File: src/rtl/uart_pkg.sv
// Shared types and helpers for the UART transmit-side arbitration blocks.
// Latency: n/a (declarations only).
// Backpressure: n/a.
package uart_pkg;

    typedef enum logic [1:0] {
        ST_IDLE = 2'd0,
        ST_LOAD = 2'd1,
        ST_XMIT = 2'd2,
        ST_HOLD = 2'd3
    } arb_state_t;

    localparam int DBIT_DEF = 8;

    // Index width for n requesters, never narrower than one bit.
    function automatic int gw(input int n);
        return (n > 2) ? $clog2(n) : 1;
    endfunction

    // Hold counter width; a disabled timeout still gets a one-bit counter.
    function automatic int hold_cw(input int to);
        return (to > 0) ? $clog2(to + 1) : 1;
    endfunction

endpackage

File: src/rtl/uart_rr_pick.sv
// Rotate-priority picker: first set request at or above ptr, wrapping.
// Latency: purely combinational.
// Backpressure: none; any=0 when no request is set.
module uart_rr_pick
    import uart_pkg::*;
#(
    parameter int NREQ = 4
) (
    input  logic [NREQ-1:0]     req,
    input  logic [gw(NREQ)-1:0] ptr,
    output logic                any,
    output logic [gw(NREQ)-1:0] idx
);

    localparam int GW = gw(NREQ);

    logic [GW:0]   w_sum;
    logic [GW-1:0] w_cand;

    // Scan offsets from farthest to nearest so the nearest set request wins.
    always_comb begin
        any    = |req;
        idx    = '0;
        w_sum  = '0;
        w_cand = '0;
        for (int k = NREQ - 1; k >= 0; k--) begin
            w_sum = {1'b0, ptr} + (GW+1)'(k);
            if (w_sum >= (GW+1)'(NREQ)) begin
                w_sum = w_sum - (GW+1)'(NREQ);
            end
            w_cand = w_sum[GW-1:0];
            if (req[w_cand]) begin
                idx = w_cand;
            end
        end
    end

endmodule

File: src/rtl/uart_tx_arbiter.sv
// Round-robin arbiter sharing one uart_tx among NREQ byte producers, with packet lock.
// Latency: accept at T, tx_start at T+1; next accept no earlier than the cycle after tx_done_tick.
// Backpressure: req_ready pulses only when the transmitter is free; requesters hold valid/data until then.
module uart_tx_arbiter
    import uart_pkg::*;
#(
    parameter int NREQ    = 4,
    parameter int DBIT    = DBIT_DEF,
    parameter int HOLD_TO = 1024
) (
    input  logic                 clk,
    input  logic                 reset_n,
    input  logic [NREQ-1:0]      req_valid,
    input  logic [NREQ*DBIT-1:0] req_data,
    input  logic [NREQ-1:0]      req_last,
    output logic [NREQ-1:0]      req_ready,
    output logic                 tx_start,
    output logic [DBIT-1:0]      tx_din,
    input  logic                 tx_done_tick,
    output logic [gw(NREQ)-1:0]  grant_id,
    output logic                 busy,
    output logic                 lock_abort
);

    localparam int GW = gw(NREQ);
    localparam int CW = hold_cw(HOLD_TO);
    localparam logic [CW-1:0] HOLD_LAST = (HOLD_TO > 0) ? CW'(HOLD_TO - 1) : '0;

    arb_state_t    r_state;
    arb_state_t    w_next;
    logic [GW-1:0] r_ptr;
    logic [GW-1:0] r_grant;
    logic          r_last;
    logic [CW-1:0] r_cnt;
    logic [DBIT-1:0] r_din;

    logic            w_pick_any;
    logic [GW-1:0]   w_pick_idx;
    logic            w_accept;
    logic [GW-1:0]   w_idx;
    logic            w_release;
    logic            w_cnt_clr;
    logic            w_cnt_inc;
    logic [DBIT-1:0] w_dat;
    logic            w_lst;

    uart_rr_pick #(
        .NREQ (NREQ)
    ) u_pick (
        .req (req_valid),
        .ptr (r_ptr),
        .any (w_pick_any),
        .idx (w_pick_idx)
    );

    // Next-state decode plus the combinational accept/abort strobes.
    always_comb begin
        w_next     = r_state;
        w_accept   = 1'b0;
        w_idx      = r_grant;
        w_release  = 1'b0;
        w_cnt_clr  = 1'b0;
        w_cnt_inc  = 1'b0;
        lock_abort = 1'b0;
        unique case (r_state)
            ST_IDLE: begin
                if (w_pick_any) begin
                    w_accept = 1'b1;
                    w_idx    = w_pick_idx;
                    w_next   = ST_LOAD;
                end
            end
            ST_LOAD: begin
                w_next = ST_XMIT;
            end
            ST_XMIT: begin
                if (tx_done_tick) begin
                    if (r_last) begin
                        w_release = 1'b1;
                        w_next    = ST_IDLE;
                    end else begin
                        w_cnt_clr = 1'b1;
                        w_next    = ST_HOLD;
                    end
                end
            end
            ST_HOLD: begin
                // Locked: only the current owner may continue its packet.
                if (req_valid[r_grant]) begin
                    w_accept = 1'b1;
                    w_next   = ST_LOAD;
                end else if ((HOLD_TO != 0) && (r_cnt == HOLD_LAST)) begin
                    lock_abort = 1'b1;
                    w_release  = 1'b1;
                    w_next     = ST_IDLE;
                end else if (HOLD_TO != 0) begin
                    w_cnt_inc = 1'b1;
                end
            end
            default: begin
                w_next = ST_IDLE;
            end
        endcase
    end

    // Output decode and selection of the accepted requester's byte.
    always_comb begin
        req_ready = '0;
        w_dat     = '0;
        w_lst     = 1'b0;
        if (w_accept) begin
            req_ready[w_idx] = 1'b1;
        end
        for (int i = 0; i < NREQ; i++) begin
            if (w_idx == GW'(i)) begin
                w_dat = req_data[i*DBIT +: DBIT];
                w_lst = req_last[i];
            end
        end
    end

    assign tx_start = (r_state == ST_LOAD);
    assign busy     = w_accept | (r_state == ST_LOAD) | (r_state == ST_XMIT);
    assign tx_din   = r_din;
    assign grant_id = r_grant;

    // State, grant, pointer, latched byte and hold counter registers.
    always_ff @(posedge clk or negedge reset_n) begin
        if (!reset_n) begin
            r_state <= ST_IDLE;
            r_ptr   <= '0;
            r_grant <= '0;
            r_last  <= 1'b0;
            r_cnt   <= '0;
            r_din   <= '0;
        end else begin
            r_state <= w_next;
            if (w_accept) begin
                r_grant <= w_idx;
                r_din   <= w_dat;
                r_last  <= w_lst;
            end
            // Pointer moves only when a packet is released, never per byte.
            if (w_release) begin
                r_ptr <= (r_grant == GW'(NREQ - 1)) ? '0 : r_grant + 1'b1;
            end
            if (w_cnt_clr) begin
                r_cnt <= '0;
            end else if (w_cnt_inc) begin
                r_cnt <= r_cnt + 1'b1;
            end
        end
    end

endmodule

File: config.mk
export PLATFORM = sky130hd
export DESIGN_NAME = uart_tx_arbiter
export DESIGN_NICKNAME = d
export VERILOG_FILES = /design/src/rtl/uart_pkg.sv /design/src/rtl/uart_rr_pick.sv /design/src/rtl/uart_tx_arbiter.sv
export SDC_FILE = /design/constraint.sdc
export NUM_CORES = 1
export LEC_CHECK = 0
export ABC_AREA = 1
export CORE_UTILIZATION = 47
export DETAILED_ROUTE_END_ITERATION = 10
export PLACE_DENSITY_LB_ADDON = 0.12
export SYNTH_ARGS = -nofsm -noshare
export SYNTH_HDL_FRONTEND = slang
export SYNTH_SLANG_ARGS = --single-unit
File: constraint.sdc
create_clock -name clk -period 2.2 [get_ports clk]
set_input_delay 0.44 -clock clk [delete_from_list [all_inputs] [get_ports clk]]
set_output_delay 0.44 -clock clk [all_outputs]
set_load 0.02 [all_outputs]
== Word-level counts from Yosys, hierarchy flattened ==
Cells that the tools add are included.

* Add/sub/neg operators: 9
* Muxes and demuxes: 55
* Order comparisons: 11
* Bitwise operators: 2
* Reductions and logical operators: 6
* Eq/ne operators: 11

{| class="wikitable"
|+ Operator list
! kind !! count
|-
| 2-bit two-way mux || 16
|-
| 8-bit two-way mux || 4
|-
| 1-bit two-way mux || 23
|-
| 11-bit two-way mux || 2
|-
| 2-bit by 3-bit < comparator with 1-bit output, second input constant || 6
|-
| 11-bit by 1-bit adder with 11-bit output, second input constant || 1
|-
| 11-bit by 10-bit equality test with 1-bit output, second input constant || 1
|-
| 1-bit binary-select mux with 2-bit select || 5
|-
| 2-bit equality test, second input constant || 5
|-
| 3-bit greater-or-equal comparator, second input constant || 3
|-
| 2-bit one-hot mux with 4 select lines || 1
|-
| 2-bit by 1-bit subtractor with 2-bit output, second input constant || 4
|-
| 2-bit by 2-bit adder with 3-bit output, second input constant || 2
|-
| 2-bit by 1-bit equality test with 1-bit output, second input constant || 2
|-
| 2-bit zero test || 2
|-
| 4-bit two-way mux || 1
|-
| 1-bit one-hot mux with 2 select lines || 2
|-
| 4-bit OR reduction || 1
|-
| 2-bit by 1-bit adder with 3-bit output, second input constant || 1
|-
| 2-bit by 3-bit greater-or-equal comparator with 1-bit output, second input constant || 1
|-
| 3-bit != test, second input constant || 1
|-
| 3-bit AND reduction || 1
|-
| 2-bit by 1-bit adder with 2-bit output, second input constant || 1
|-
| 1-bit demux with 2-bit select || 1
|-
| other kinds (6) || 7
|}

* Bits of input ports: 43
* Logic and storage cells: 100
* Flip-flop bits (word level): 26
* Output and inout port bits: 17

== Longest topological paths before layout ==
Gate-level depths: netlist of the first run.

* Depth in word-level cells: 16
* Gate-level depth with buffers: 16
* Gate-level depth less buffers: 15

== Cells and area by module ==
A second synthesis of the first run with hierarchy kept.

* Cell total of the unflattened synthesis: 322
* Area total of the unflattened synthesis: 2058.2 um2

{| class="wikitable"
|+ By module, submodules not included
! module !! cells an instance !! area each (um2) !! instances
|-
| uart_tx_arbiter || 276 || 1869.3 || 1
|-
| uart_rr_pick || 46 || 188.9 || 1
|}

== Worst setup path after synthesis of the first run ==
OpenSTA, ideal clock, no wires.

* Path kind: reg-to-output
* Start point: register r_grant[0], in the netlist grant_id[0]
* End point: output port req_ready[0]
* Arrival: 1.862 ns
* Stages on the path, launching flop included: 10
* Buffers on the path: 1
* Slack: -0.102 ns
* Data required time: 1.760 ns
* Cell sequence: dfrtp_1 -> a21oi_1 -> o21ai_1 -> nand3_1 -> nand2_1 -> inv_1 -> nor2_2 -> inv_1 -> clkbuf_1 -> nor3_1

* Word-level cells in the longest chain between the ends: 7

{| class="wikitable"
|+ RTL lines
! element !! line !! text
|-
| start, declared || uart_tx_arbiter.sv:32 || <nowiki>logic [GW-1:0] r_grant;</nowiki>
|-
| start signal, assigned || uart_tx_arbiter.sv:139 || <nowiki>r_grant <= w_idx;</nowiki>
|-
| 2-bit two-way mux || uart_tx_arbiter.sv:67 || <nowiki>if (w_pick_any) begin</nowiki>
|-
| 2-bit two-way mux || uart_tx_arbiter.sv:65 || <nowiki>unique case (r_state)</nowiki>
|-
| 2-bit by 3-bit < comparator with 1-bit output (not written as such) or 2-bit by 1-bit greater-or-equal comparator with 1-bit output (tied branches) || uart_tx_arbiter.sv:112 || <nowiki>req_ready[w_idx] = 1'b1;</nowiki>
|-
| 1-bit logical AND (not written as such) || uart_tx_arbiter.sv:112 ||
|-
| 1-bit two-way mux (not written as such) || uart_tx_arbiter.sv:112 ||
|-
| 1-bit demux with 2-bit select || uart_tx_arbiter.sv:112 ||
|-
| 4-bit two-way mux (*) || uart_tx_arbiter.sv:111 || <nowiki>if (w_accept) begin</nowiki>
|-
| end, declared || uart_tx_arbiter.sv:16 || <nowiki>output logic [NREQ-1:0] req_ready,</nowiki>
|}

Mark *: on every way between the ends. The rest lies on a longest branch, timed or not. The select of a mux whose other input is x is not followed.

== Worst setup path in the final report of the first run ==
* Start point: register r_ptr[1]
* End point: output port req_ready[1]

* Word-level cells in the longest chain between the ends: 16

{| class="wikitable"
|+ RTL lines
! element !! line !! text
|-
| start, declared || uart_tx_arbiter.sv:31 || <nowiki>logic [GW-1:0] r_ptr;</nowiki>
|-
| start signal, assigned || uart_tx_arbiter.sv:145 || <nowiki>r_ptr <= (r_grant == GW'(NREQ - 1)) ? '0 : r_grant + 1'b1;</nowiki>
|-
| 2-bit by 2-bit adder with 3-bit output || uart_rr_pick.sv:27 || <nowiki>w_sum = {1'b0, ptr} + (GW+1)'(k);</nowiki>
|-
| 3-bit greater-or-equal comparator or 2-bit by 1-bit subtractor with 2-bit output (tied branches) || uart_rr_pick.sv:28, uart_rr_pick.sv:29 ||
|-
| 2-bit two-way mux || uart_rr_pick.sv:28 || <nowiki>if (w_sum >= (GW+1)'(NREQ)) begin</nowiki>
|-
| 1-bit binary-select mux with 2-bit select || uart_rr_pick.sv:32 || <nowiki>if (req[w_cand]) begin</nowiki>
|-
| 1-bit two-way mux (not written as such) || uart_rr_pick.sv:32 ||
|-
| 2-bit two-way mux (3 in a row) || uart_rr_pick.sv:32 ||
|-
| 2-bit two-way mux (*) || uart_rr_pick.sv:32 ||
|-
| 2-bit two-way mux (*) || uart_tx_arbiter.sv:67 ||
|-
| 2-bit two-way mux (*) || uart_tx_arbiter.sv:65 ||
|-
| 2-bit by 3-bit < comparator with 1-bit output (not written as such) or 2-bit by 1-bit greater-or-equal comparator with 1-bit output (tied branches) || uart_tx_arbiter.sv:112 ||
|-
| 1-bit logical AND (not written as such) || uart_tx_arbiter.sv:112 ||
|-
| 1-bit two-way mux (not written as such) || uart_tx_arbiter.sv:112 ||
|-
| 1-bit demux with 2-bit select (*) || uart_tx_arbiter.sv:112 ||
|-
| 4-bit two-way mux (*) || uart_tx_arbiter.sv:111 ||
|}

Marks and branches as above.

==> results.yml, run 1 <==
status:
  status: "complete, but fails checks"
  violations: "setup timing"
floorplanning:
  start_util_pct: 48.8
  coreArea_sq_mm: 0.00400
  num_io_pins: 60
  die-height_microns: 66.5
  dieArea_sq_mm: 0.00442
  die_w_microns: 66.5
  row_count: 23
synthesis:
  ys_seq_area_share_pct: 33.3
  netlist_instances: 282
  synth_top_area_share_pct: 33.3
  synth_top_family_by_area: "simple AND/OR/NAND/NOR gates"
  synth-simple-area-share_pct: 42.5
  ys_ff_latch: 26
  ys.warnings.count: 0
  netlist_area_sq_mm: 0.00195
  synthMuxAreaShare_pct: 0
  ys_async_sr_fraction_pct: 100
  avgSynthCellArea_sq_um: 6.93
  synth-compound-area-share_pct: 9.35
  synthAdderAreaFrac_pct: 4.48
  syn_nets: 332
  ys_types: 33
  synth_ff_type: "dfrtp_1"
  synth.most_common_cell: "nand2_1"
  synth_top_area_cell: "dfrtp_1"
  synth_edf_count: 0
  ys_top_cells_by_area: "dfrtp_1 33%, nand2_1 12%, nand3_1 10%, nor2_1 7.3%, inv_1 6.1%"
  synth-xor-area-share_pct: 0.448
  synth.top_cells.by_count: "63 x nand2_1, 39 x nand3_1, 38 x nor2_1"
worst_setup_path:
  critPathMaxStageDelay_ns: 0.44
  cp-start-kind: "register"
  worst-r2r-setup-slack_ns: 0.18
  crit_required_ns: 1.76
  crit_path_start: "r_ptr[1]"
  critPathBufInv: 5
  worstRegToRegCells: 15
  critPathKind: "register to output pin"
  regToRegStartpoint: "r_ptr[0]"
  crit_path_cell_trace: "inv_2, buf_4, nand3_1, nand2_1, inv_1, nand2_1, nand2_1, nand3_2, nand2_2, inv_4, nand2_2, nor2_2, buf_6"
  cp.arrival_ns: 1.93
  path_max_fanout: 5
  worstReg2RegEnd: "tx_din[4]"
  critical_path.slowest_cell: "dfrtp_1"
  cp_top_family: "simple AND/OR/NAND/NOR gates"
  critPathMostFrequentCell: "nand2_1"
  endpoint_kind: "output pin"
sta:
  drv_slew: 0
  grt_setup_unrepaired: "yes"
  finalHoldViolCount: 0
  max_freq_ghz: 0.422
  min_period_ns: 2.37
  finalCritPeriodShare_pct: 108
  finalSetupViolations: 4
  worst_slack_ns: -0.167
  worstMarginPinSlew_ns: 0.375
  slew_headroom_pct: 74.9
  fin_worst_skew_ns: 0.00246
global_routing:
  grt_overflow: 0
  grt_usage_pct: 27.0
  grt_pass1_vias: 2086
  grt_max_degree: 27
  grt_pass1_wl_microns: 9160
  grt_antenna_before_repair: 0
routing:
  wirelength_microns: 5810
  drtIter0Drc: 146
  avgRoutedWirePerCell_microns: 13.2
  drtAntennaViolNets: 0
  viasPerCell: 5.13
  route.vias.total: 2250
  drc: 0
  dr.pass1.iters: 4
hold_path:
  hold_class: "register to register"
  whs_path_depth: 2
  hold-path-endpoint: "tx_din[1]"
  worstHoldStart: "tx_din[1]"
cells_and_area:
  fillers: 279
  drive_above_1_share_pct: 32.6
  final_cell_area_sq_mm: 0.00316
  syn_to_final_growth_pct: 61.8
  diodes: 0
  nNetsFinal: 440
place:
  preCtsSetupSlack_ns: -0.777
  dp_hpwl_microns: 3820
  gp_congestion: 0.921
  portBuffers: 59
  place_area_sq_mm: 0.00282
cts:
  cts_max_level: 1
  clock-sinks: 26
  clkTransAtPathRegs_ns: 0.10
  hold_buffers: 0
  cts-root-buf: "clkbuf_8"
  cts_tree: "built"
  clk_latency_ns: 0.28
  cts_buffers: 3
  cts_buffer_depth: 2
power:
  leakage_uw: 0.00146
  power_density_mw_per_mm2: 1530
  ir_drop_mv: 0.855
job:
  cap_violations: 0
flip-flops by register name, indices dropped and copies added, names as in the netlist:
name,cells
r_ptr,2
r_state,2
tx_din,8
r_last,1
r_cnt,11
grant_id,2
cell families (layout without fill, tap and decap cells):
kind of cell               after synthesis  after routing
adders and majority gates                7              7
xor gates and xnor gates                 1              1
buffers and inverters                   43            149
and+or+nand+nor                        176            177
AOI/OAI and AO/OA                       29             29
DFF                                     26             26
metal layers:
| metal | wire length (microns) | global-route usage, % | vias to the layer above |
|---|---|---|---|
| met2 | 2870 | 46.0 | 87 |
| met1 | 2550 | 34.5 | 1019 |
| met4 | 88 | 7.71 | 0 |
| li1 | - | - | 1132 |
| met3 | 305 | 4.79 | 12 |
| met5 | 0 | 0 | - |
cells in the final DEF, fill, tap and decap left out, drive strengths merged, types with 6 or more instances in the layout:
master	instances
buf	55
nand2	74
inv	37
nor2	43
dfrtp	26
clkbuf	7
o21ai	18
ha	7
a21oi	6
nor3	7
clkdlybuf4s50	49
nand3	41
nand4	8
area by class of cell:
cell class	instances	area, sq um	share of cell area [%]
multi-input cells	214	1280	40.7
flip-flops and latches	26	653	20.7
clock inverters	1	30.0	0.950
inverters	37	146	4.63
well taps	50	62.6	1.98
clock buffers	3	41.3	1.31
repair buffers	108	942	29.8
power breakdown:
| group | internal (uW) | total [uW] | switching, uW |
|---|---|---|---|
| clock network | 244 | 413 | 169 |
| logic | 1530 | 3540 | 2020 |
| registers | 702 | 889 | 187 |
| total | 2470 | 4850 | 2370 |
stage by stage:
step	hold WS [ns]	power (uW)	utilization [%]	setup TNS (ns)	cells
global route	0.536	5260	79.0	-0.944	439
detailed placement	0.464	3910	70.4	-5.19	419
floorplan	0.144	2840	-	0	282
CTS	0.499	4540	75.4	-0.299	435
finish	0.495	4850	79.0	-0.396	439
global placement	0.469	3860	70.4	-4.97	419
tightest hold or removal path, delay by kind of cell (launching register included):
kind | cells | cell delay [ns]
AND/OR/NAND/NOR | 2 | 0.10
flip-flops | 1 | 0.36
worst max-delay path by stage:
stage / cells past startpoint / slack [ns] / endpoint
after global placement: 14 / -0.75 / req_ready[3]
after floorplan: 9 / 0.05 / req_ready[0]
after CTS: 11 / -0.12 / req_ready[0]
final: 13 / -0.17 / req_ready[1]
after detailed placement: 14 / -0.78 / req_ready[3]
after global routing: 13 / -0.24 / req_ready[1]
timing repair:
| item | CTS | global route |
|---|---|---|
| pin swaps | 11 | 25 |
| resized for setup | 52 | 45 |
| gates cloned | 0 | 1 |
| buffers inserted | 12 | 5 |
| setup endpoints to repair | 6 | 14 |
Note: power is estimated with default switching activity, not from simulation.
==> run 2, diff against run 1 <==
- ABC_AREA: 1 -> not set
- CORE_UTILIZATION: 47 -> 45
==> run 2 against run 1 <==
  * The run still ends with setup timing left
  * Register-to-register slack worse by 0.11 ns
  * Synthesized cell count down 35%
  * Critical path depth down 7
  * Hold slack better by 0.038 ns
  * Global-route usage down 1.3 points
  * Final area down 9.3%
  * Clock power down 3%
  * Via count down 19%
  * Clock skew up 0.0021 ns
  * Power down 22%
  * Die area down 7.3%
  * Critical endpoint is now busy
==> results.yml, run 2 <==
sta:
  grt_setup_unrepaired: "yes"
  drv_slew: 0
  finalCritPeriodShare_pct: 109
  worstMarginPinSlew_ns: 0.373
  finalSetupViolations: 6
  min_period_ns: 2.40
  slew_headroom_pct: 75.0
  worst_slack_ns: -0.198
  max_freq_ghz: 0.417
  fin_worst_skew_ns: 0.00457
  finalHoldViolCount: 0
worst_setup_path:
  path_max_fanout: 6
  cp.arrival_ns: 1.96
  worst-r2r-setup-slack_ns: 0.07
  worstReg2RegEnd: "tx_din[0]"
  critPathKind: "register to output pin"
  cp-start-kind: "register"
  endpoint_kind: "output pin"
  regToRegStartpoint: "grant_id[1]"
  crit_required_ns: 1.76
  worstRegToRegCells: 8
global_routing:
  grt_pass1_wl_microns: 8250
  grt_overflow: 0
  grt_pass1_vias: 1828
  grt_max_degree: 27
  grt_usage_pct: 25.7
  grt_antenna_before_repair: 0
cts:
  cts_buffers: 3
  cts_buffer_depth: 2
  clkTransAtPathRegs_ns: 0.09
  cts-root-buf: "clkbuf_8"
  hold_buffers: 0
  cts_max_level: 1
  clock-sinks: 26
  clk_latency_ns: 0.27
  cts_tree: "built"
status:
  violations: "setup timing"
  status: "complete, but fails checks"
synthesis:
  synth_ff_type: "dfrtp_1"
  netlist_area_sq_mm: 0.00173
  avgSynthCellArea_sq_um: 9.46
  syn_nets: 233
  synth.top_cells.by_count: "26 x dfrtp_1, 25 x nor2_1, 18 x a221oi_1"
  synthAdderAreaFrac_pct: 5.06
  synthMuxAreaShare_pct: 9.04
  ys_top_cells_by_area: "dfrtp_1 38%, a221oi_1 9.1%, mux2i_1 5.8%, nor2_1 5.4%, ha_1 5.1%"
  synth_top_family_by_area: "simple AND/OR/NAND/NOR gates"
  ys_types: 38
  synth_top_area_share_pct: 37.6
  ys_ff_latch: 26
  synth_top_area_cell: "dfrtp_1"
  netlist_instances: 183
  synth_edf_count: 0
  synth-xor-area-share_pct: 4.05
  synth-simple-area-share_pct: 24.2
  ys_seq_area_share_pct: 37.6
  synth-compound-area-share_pct: 16.6
  ys_async_sr_fraction_pct: 100
  synth.most_common_cell: "dfrtp_1"
  ys.warnings.count: 0
cells_and_area:
  final_cell_mix: "48 x clkdlybuf4s50_1, 39 x buf_4, 25 x dfrtp_1, 23 x nor2_1, 16 x a221oi_1"
  diodes: 0
  multi_input_area_sq_mm: 0.00115
  final_common_cell: "clkdlybuf4s50_1"
  final_cell_area_sq_mm: 0.00287
  regArea_sq_um: 652
  drive_above_1_share_pct: 29.5
  largest_reg_flops: 11
  largest-register: "r_cnt"
  syn_to_final_growth_pct: 65.6
  nNetsFinal: 329
  fillers: 244
job:
  cap_violations: 0
floorplanning:
  coreArea_sq_mm: 0.00366
  dieArea_sq_mm: 0.00410
  row_count: 22
  num_io_pins: 60
  die_w_microns: 64.0
  die-height_microns: 64.0
  start_util_pct: 47.3
routing:
  drc: 0
  drtAntennaViolNets: 0
  dr.pass1.iters: 6
  drtIter0Drc: 83
  avgRoutedWirePerCell_microns: 16.0
  wirelength_microns: 5200
  viasPerCell: 5.60
  route.vias.total: 1827
power:
  ir_drop_mv: 1.17
  leakage_uw: 0.00121
  power_density_mw_per_mm2: 1310
place:
  gp_congestion: 0.764
  place_area_sq_mm: 0.00260
  dp_hpwl_microns: 3790
  portBuffers: 59
  preCtsSetupSlack_ns: -0.861
hold_path:
  hold_class: "primary input to asynchronous set/reset pin"
==> run 2: cell count changes in the layout (fill, tap and decap cells not counted), sizes merged, moves of 5 or more <==
cell    change
a221oi     +18
and2        +9
buf         -5
inv        -31
mux2i      +10
nand2      -63
nand3      -38
nand4       -6
nor2       -18
o21ai      -14
xnor2       +8
==> run 2: cell type report <==
class	count	area share, %
clock buffers	3	1.44
clock inverters	1	1.05
inverters	6	0.786
multi-input cells	141	40.3
flip-flops and latches	26	22.8
well taps	48	2.10
repair buffers	101	31.6
==> run 2: cells by family after synthesis <==
group / count (synthesis)
simple gates: 75
buf+inv: 16
compound gates: 37
fa+ha+maj: 7
xor+xnor: 8
flops: 26
mux: 14
==> run 2: worst max-delay path, stage by stage (launching register included) <==
cell and delay [ns]:
dfrtp_2 0.38, mux4_2 0.53, buf_4 0.16, nand2_4 0.07, a21oi_4 0.08, or3_4 0.34, buf_6 0.14
==> run 2: worst max path at each step <==
stage,from,endpoint
finish,grant_id[1],busy
global route,grant_id[1],busy
CTS,grant_id[1],lock_abort
detailed placement,req_valid[0],lock_abort
global placement,req_valid[3],lock_abort
floorplan,grant_id[1],r_ptr[0]
==> run 2: timing repair <==
action                     4_1_cts  5_1_grt
buffers inserted                 7        5
resized for setup               60       14
pin swaps                        9        3
setup endpoints to repair       18       17
==> run 2: report_power, final <==
| part | internal [uW] | switching [uW] |
|---|---|---|
| clock | 243 | 157 |
| combinational | 1290 | 1290 |
| sequential | 649 | 122 |
| total | 2190 | 1570 |
==> run 2: per-stage QoR <==
stage                     std cells  util [%]  power [uW]  hold WS (ns)  TNS [ns]
after global placement          311      71.1        2890         0.532    -10.16
final                           326      78.3        3760         0.533    -0.608
after global routing            326      78.3        3960         0.557    -0.951
after floorplan                 183         -        2040         0.144    -0.198
after CTS                       321      76.2        3560         0.546    -0.585
after detailed placement        311      71.1        2980         0.556    -12.08
==> run 2: routing by layer <==
layer	up-vias	GRT usage [%]	share of wire, %
met5	-	0	0
met4	0	6.25	0.48
met3	4	4.29	4.2
met2	59	48.4	54
met1	894	29.8	42
li1	870	-	-
